File: src/rtl/bus_io_bridge_if.sv
// Processor-side bus of bus_io_bridge: address, write data and strobe out, read data back.
interface bus_io_bridge_if;
    logic [15:0] ADDR;
    logic [15:0] DOUT;
    logic        W;
    logic [15:0] DIN;

    modport master (output ADDR, output DOUT, output W, input DIN);
    modport slave  (input ADDR, input DOUT, input W, output DIN);
endinterface

File: src/rtl/bus_io_bridge.sv
// Memory-mapped bridge: RAM, LEDR, synchronized SW and a 16-bit interval timer, all read with 1-cycle latency.
// Optional macro BRIDGE_HEX_EN adds six 7-segment registers at 0x2000..0x2005.
module bus_io_bridge #(
    parameter int unsigned LED_W    = 10,
    parameter int unsigned SW_W     = 10,
    parameter logic [3:0]  RAM_PAGE = 4'h0
) (
    input  logic              Clock,
    input  logic              Resetn,
    bus_io_bridge_if.slave    bus,
    output logic              ram_wren,
    input  logic [15:0]       ram_q,
    input  logic [SW_W-1:0]   SW,
    output logic [LED_W-1:0]  LEDR,
    output logic              timer_irq
`ifdef BRIDGE_HEX_EN
    ,
    output logic [6:0]        HEX0,
    output logic [6:0]        HEX1,
    output logic [6:0]        HEX2,
    output logic [6:0]        HEX3,
    output logic [6:0]        HEX4,
    output logic [6:0]        HEX5
`endif
);
    localparam int unsigned DW = 16;

    logic [3:0]       page;
    logic             ram_sel;
    logic             wr_led, wr_tload, wr_tstat, wr_tctrl, expire;
    logic [DW-1:0]    io_d, io_q;
    logic             sel_q;
    logic [LED_W-1:0] led_d, led_q;
    logic [SW_W-1:0]  sw_meta_q, sw_sync_q;
    logic [DW-1:0]    tload_d, tload_q, cnt_d, cnt_q;
    logic             run_d, run_q, per_d, per_q, tf_d, tf_q;
`ifdef BRIDGE_HEX_EN
    logic             wr_hex;
    logic [6:0]       hex_d [6];
    logic [6:0]       hex_q [6];
`endif

    // Address decode; RAM page wins over any I/O page it might alias.
    always_comb begin
        page     = bus.ADDR[15:12];
        ram_sel  = (page == RAM_PAGE);
        ram_wren = bus.W && ram_sel;
        wr_led   = bus.W && !ram_sel && (page == 4'h1);
        wr_tload = bus.W && !ram_sel && (bus.ADDR == 16'h5000);
        wr_tstat = bus.W && !ram_sel && (bus.ADDR == 16'h5001);
        wr_tctrl = bus.W && !ram_sel && (bus.ADDR == 16'h5002);
        expire   = run_q && (cnt_q == 16'h0000);
`ifdef BRIDGE_HEX_EN
        wr_hex   = bus.W && !ram_sel && (page == 4'h2) &&
                   (bus.ADDR[11:3] == 9'h000) && (bus.ADDR[2:0] < 3'd6);
`endif
    end

    // I/O read mux built from current register values, so a same-cycle write reads old data.
    always_comb begin
        io_d = '0;
        if (!ram_sel) begin
            if (page == 4'h1) begin
                io_d = DW'(led_q);
            end else if (page == 4'h3) begin
                io_d = DW'(sw_sync_q);
            end else if (page == 4'h5) begin
                case (bus.ADDR[11:0])
                    12'h000: io_d = tload_q;
                    12'h001: io_d = {15'b0, tf_q};
                    12'h002: io_d = {14'b0, per_q, run_q};
                    12'h003: io_d = cnt_q;
                    default: io_d = '0;
                endcase
`ifdef BRIDGE_HEX_EN
            end else if ((page == 4'h2) && (bus.ADDR[11:3] == 9'h000) && (bus.ADDR[2:0] < 3'd6)) begin
                io_d = DW'(hex_q[bus.ADDR[2:0]]);
`endif
            end
        end
    end

    // Register and timer next-state; a TLOAD write pre-empts expiry and count for that cycle.
    always_comb begin
        led_d   = led_q;
        tload_d = tload_q;
        cnt_d   = cnt_q;
        run_d   = run_q;
        per_d   = per_q;
        tf_d    = tf_q;
        if (wr_led) led_d = bus.DOUT[LED_W-1:0];
        if (wr_tload) begin
            tload_d = bus.DOUT;
            cnt_d   = bus.DOUT;
        end else if (expire) begin
            tf_d = 1'b1;
            if (per_q) cnt_d = tload_q;
            else       run_d = 1'b0;
        end else if (run_q) begin
            cnt_d = cnt_q - 16'd1;
        end
        if (wr_tstat && !expire) tf_d = 1'b0;
        if (wr_tctrl) begin
            run_d = bus.DOUT[0];
            per_d = bus.DOUT[1];
        end
`ifdef BRIDGE_HEX_EN
        hex_d = hex_q;
        if (wr_hex) hex_d[bus.ADDR[2:0]] = bus.DOUT[6:0];
`endif
    end

    always_ff @(posedge Clock or negedge Resetn) begin
        if (!Resetn) begin
            sel_q     <= 1'b0;
            io_q      <= '0;
            led_q     <= '0;
            sw_meta_q <= '0;
            sw_sync_q <= '0;
            tload_q   <= '0;
            cnt_q     <= '0;
            run_q     <= 1'b0;
            per_q     <= 1'b0;
            tf_q      <= 1'b0;
`ifdef BRIDGE_HEX_EN
            for (int i = 0; i < 6; i++) hex_q[i] <= 7'h7F;
`endif
        end else begin
            sel_q     <= ram_sel;
            io_q      <= io_d;
            led_q     <= led_d;
            sw_meta_q <= SW;
            sw_sync_q <= sw_meta_q;
            tload_q   <= tload_d;
            cnt_q     <= cnt_d;
            run_q     <= run_d;
            per_q     <= per_d;
            tf_q      <= tf_d;
`ifdef BRIDGE_HEX_EN
            hex_q     <= hex_d;
`endif
        end
    end

    assign bus.DIN   = sel_q ? ram_q : io_q;
    assign LEDR      = led_q;
    assign timer_irq = tf_q;
`ifdef BRIDGE_HEX_EN
    assign HEX0 = hex_q[0];
    assign HEX1 = hex_q[1];
    assign HEX2 = hex_q[2];
    assign HEX3 = hex_q[3];
    assign HEX4 = hex_q[4];
    assign HEX5 = hex_q[5];
`endif
endmodule

File: src/flat_wrapper.sv
// flat-port wrapper written by rule: the top's interface ports become plain ports
module bus_io_bridge_flat 
#(
    parameter int unsigned LED_W    = 10,
    parameter int unsigned SW_W     = 10,
    parameter logic [3:0]  RAM_PAGE = 4'h0
)
  (Clock, Resetn, ram_wren, ram_q, SW, LEDR, timer_irq, bus_ADDR, bus_DOUT, bus_W, bus_DIN);
  bus_io_bridge_if bus_i ();
  input  logic Clock;
  input  logic Resetn;
  output logic ram_wren;
  input  logic [15:0] ram_q;
  input  logic [SW_W-1:0] SW;
  output logic [LED_W-1:0] LEDR;
  output logic timer_irq;
  input wire logic [$bits(bus_i.ADDR)-1:0] bus_ADDR;
  input wire logic [$bits(bus_i.DOUT)-1:0] bus_DOUT;
  input wire logic [$bits(bus_i.W)-1:0] bus_W;
  output wire logic [$bits(bus_i.DIN)-1:0] bus_DIN;
  assign bus_i.ADDR = bus_ADDR;
  assign bus_i.DOUT = bus_DOUT;
  assign bus_i.W = bus_W;
  assign bus_DIN = bus_i.DIN;
  bus_io_bridge #(.LED_W(LED_W), .SW_W(SW_W), .RAM_PAGE(RAM_PAGE)) u_core (.Clock(Clock), .Resetn(Resetn), .bus(bus_i), .ram_wren(ram_wren), .ram_q(ram_q), .SW(SW), .LEDR(LEDR), .timer_irq(timer_irq));
endmodule
File: config.mk
export PLATFORM = sky130hd
export DESIGN_NAME = bus_io_bridge_flat
export DESIGN_NICKNAME = d
export VERILOG_FILES = /design/src/rtl/bus_io_bridge_if.sv /design/src/rtl/bus_io_bridge.sv /design/src/flat_wrapper.sv
export SDC_FILE = /design/constraint.sdc
export NUM_CORES = 1
export LEC_CHECK = 0
export BUFFER_PORTS_ARGS = -buffer_cell sky130_fd_sc_hd__buf_2
export CAP_MARGIN = 10
export CORE_ASPECT_RATIO = 2
export CORE_UTILIZATION = 50
export CTS_CLUSTER_DIAMETER = 150
export DETAILED_ROUTE_END_ITERATION = 10
export GPL_TIMING_DRIVEN = 0
export PLACE_DENSITY_LB_ADDON = 0.12
export SLEW_MARGIN = 25
export SYNTH_ARGS = -nofsm -noshare
export SYNTH_HDL_FRONTEND = slang
export SYNTH_SLANG_ARGS = --single-unit
export TNS_END_PERCENT = 1
File: constraint.sdc
create_clock -name Clock -period 6.6 [get_ports Clock]
set_input_delay 0.33 -clock Clock [delete_from_list [all_inputs] [get_ports Clock]]
set_output_delay 0.33 -clock Clock [all_outputs]
set_load 0.03 [all_outputs]
==> flow_summary.yaml <==
sta:
  grt_setup_unrepaired: "no"
  fin_skew_ps: 5.99
  hold_viol: 0
  fin_hold_ws_ps: 91.7
  slew_viol_final: 0
  slew_headroom_pct: 39.1
  finalCritPeriodShare_pct: 44.2
  period_minus_slack_ps: 2910
  max_slew.worst_pin.slew_ps: 914
  fmax_mhz: 343
  finalSetupTns_ps: 0
  finalSetupViolCount: 0
synth:
  synth.top_cells.by_count: "dfrtp_1 (82), nand2_1 (62), a21oi_1 (29), o21ai_0 (29)"
  synth.top_cell.area_share_pct: 50.9
  synth_edf_count: 0
  synth_area_leaders: "dfrtp_1 (51%), mux2_2 (7.5%), nand2_1 (5.8%)"
  synth.distinct_cells: 53
  yosys_warnings: 0
  ys_seq_area_share_pct: 50.9
  yosys.area.top_type: "dfrtp_1"
  synth_most_common_cell: "dfrtp_1"
  synthesis.area_um2: 4030
  ys_async_sr_fraction_pct: 100
  synth-seq-cells: 82
  synth_ff_type: "dfrtp_1"
  syn_inst: 402
  synth.avg_cell_area_um2: 10.0
  syn_nets: 465
die:
  io_pins: 89
  chipHeight_um: 129
  core-area_um2: 7890
  die_area_um2: 8450
  rows: 46
  initial_core_util_pct: 51.1
  chipWidth_um: 65.5
worst_setup_path:
  rr_endpoint: "u_core.cnt_q[0]"
  slowest_stage: "nor4_2"
  slowest_delay_ps: 750
  start_kind: "flip-flop"
  crit_path_max_fanout: 10
  end_kind: "flip-flop"
  worstSetupPathType: "reg2reg"
  cp.required_ps: 6800
  rrSetupSlack_ps: 3690
  reg2reg_depth: 8
  arrival_ps: 3110
  reg2reg_from: "u_core.cnt_q[3]"
  path_cells: "clkbuf_1 -> nor4_2 -> and4_1 -> buf_2 -> buf_1 -> a21oi_1 -> o21ai_0 -> o21ai_0"
  crit_top_cell: "o21ai_0"
global_routing:
  grt_pass1_vias: 3656
  grt_usage_pct: 31.1
  antenna_found_initial: 0
  grt_max_degree: 55
  grt_overflow_total: 0
  grt_pass1_wl_um: 18800
placement:
  hpwl_um: 9060
  gp_congestion: 1.01
  io_buffers: 87
power_and_ir_drop:
  peakVddDrop_mv: 0.203
  p_leak_nw: 2.28
  p_per_area_nw_per_um2: 272
drt:
  wl_per_cell_um: 20.2
  drtAntennaViolNets: 0
  viasPerCell: 6.09
  wl_um: 12200
  first_pass_iters: 5
  drc_errors: 0
  drtIter0Drc: 251
  vias: 3670
clocking:
  cts_buffer_depth: 2
  clk_pin_slew_ps: 60
  cts_sinks: 82
  cts_buffers: 9
  cts-root-buf: "clkbuf_16"
  post_cts_buffers: 0
  cts_tree: "built"
  htreeDepth: 3
  worstSkewPairLatency_ps: 340
final_layout:
  area_delta_synth_final_pct: 22.9
  fin_nets: 565
  drive_gt1_share_pct: 29.6
  antenna_cells: 0
outcome:
  status: "finished clean"
flow_run:
  cap_viol_max_count: 0
min_path:
  hold_path_class: "in2reg"
  min_from: "SW[3]"
  min_to: "u_core.sw_meta_q[3]"
  whs_path_depth: 1
[critical path: cells and delay by family, from the launching register on]
family                 cells  cell delay [ps]
flip-flops                 1              360
AND/OR/NAND/NOR            2             1050
AO/OA/AOI/OAI              3              490
buffers and inverters      3              860
[cells in the final DEF (no fill, tap or decap), types with 3 or more instances in the layout]
| master | n |
|---|---|
| a21oi_1 | 29 |
| a22oi_1 | 16 |
| a2bb2oi_1 | 9 |
| a31oi_1 | 5 |
| and2_1 | 3 |
| and4_1 | 3 |
| buf_2 | 91 |
| clkbuf_1 | 20 |
| clkbuf_16 | 9 |
| dfrtp_1 | 82 |
| inv_1 | 5 |
| mux2_2 | 27 |
| nand2_1 | 62 |
| nand4_1 | 6 |
| nor2_1 | 27 |
| nor2b_1 | 3 |
| nor3_1 | 9 |
| nor4_1 | 3 |
| nor4b_1 | 3 |
| o21ai_0 | 29 |
| o31ai_1 | 3 |
| or2_2 | 4 |
| or3_1 | 8 |
| or4_4 | 3 |
| xor2_1 | 4 |
[through the flow]
step	instance area (um^2)	utilization [%]	setup WS [ps]	total power [mW]	std cells
2_1_floorplan	4030	-	4150	0.724	402
3_3_place_gp	4590	58.2	3610	0.806	585
3_5_place_dp	4620	58.6	3640	0.814	586
4_1_cts	4950	62.8	3760	1.35	603
5_1_grt	4950	62.8	3510	1.40	603
6_report	4950	62.8	3690	1.35	603
[sequential cells by signal, summed over array words and instances (netlist names)]
name / cells
u_core.timer_irq: 1
u_core.LEDR: 10
u_core.sel_q: 1
u_core.per_q: 1
u_core.sw_sync_q: 10
u_core.run_q: 1
u_core.sw_meta_q: 10
u_core.io_q: 16
u_core.tload_q: 16
u_core.cnt_q: 16
[cell families after synthesis]
group           count (synthesis)  share of synthesized area, %
xor+xnor                        5                          1.09
compound gates                106                          16.7
fa+ha+maj                       2                         0.621
mux                            31                          9.10
flops                          82                          50.9
simple gates                  145                          18.3
buf+inv                        31                          3.23
[timing repair]
| action | in CTS | in global routing |
|---|---|---|
| endpoints found under the hold margin | 28 | 0 |
| hold buffers | 1 | 0 |
| resized for setup | 0 | 0 |
[where the power goes]
group	switching (mW)	total, mW	internal (mW)
Sequential	0.0421	0.588	0.546
Combinational	0.135	0.219	0.0840
Clock	0.206	0.541	0.335
[layout make-up]
type,count,area [um^2]
timing repair buffer,89,475
buffer,25,108
sequential,82,2050
tap,96,120
inverter,6,22.5
fill,676,2930
multi-input combinational,289,1850
clock inverter,5,87.6
clock buffer,11,233
[layer usage]
metal | wire [um] | vias up | track usage, % | share of wire, %
met4 | 825 | 0 | 22.3 | 6.8
li1 | - | 1667 | - | -
met5 | 0 | - | 0 | 0
met2 | 6610 | 183 | 56.7 | 54
met1 | 4120 | 1766 | 30.7 | 34
met3 | 597 | 54 | 4.61 | 4.9
[how the worst max path moves through the flow]
stage                          start          endpoint
floorplan                bus_ADDR[9]      u_core.per_q
global placement         bus_ADDR[9]    u_core.io_q[8]
detailed placement       bus_ADDR[9]    u_core.io_q[8]
CTS                  u_core.cnt_q[3]   u_core.cnt_q[0]
global route        u_core.cnt_q[11]  u_core.cnt_q[14]
finish               u_core.cnt_q[3]   u_core.cnt_q[0]
Power figures use the tool's default switching activity.
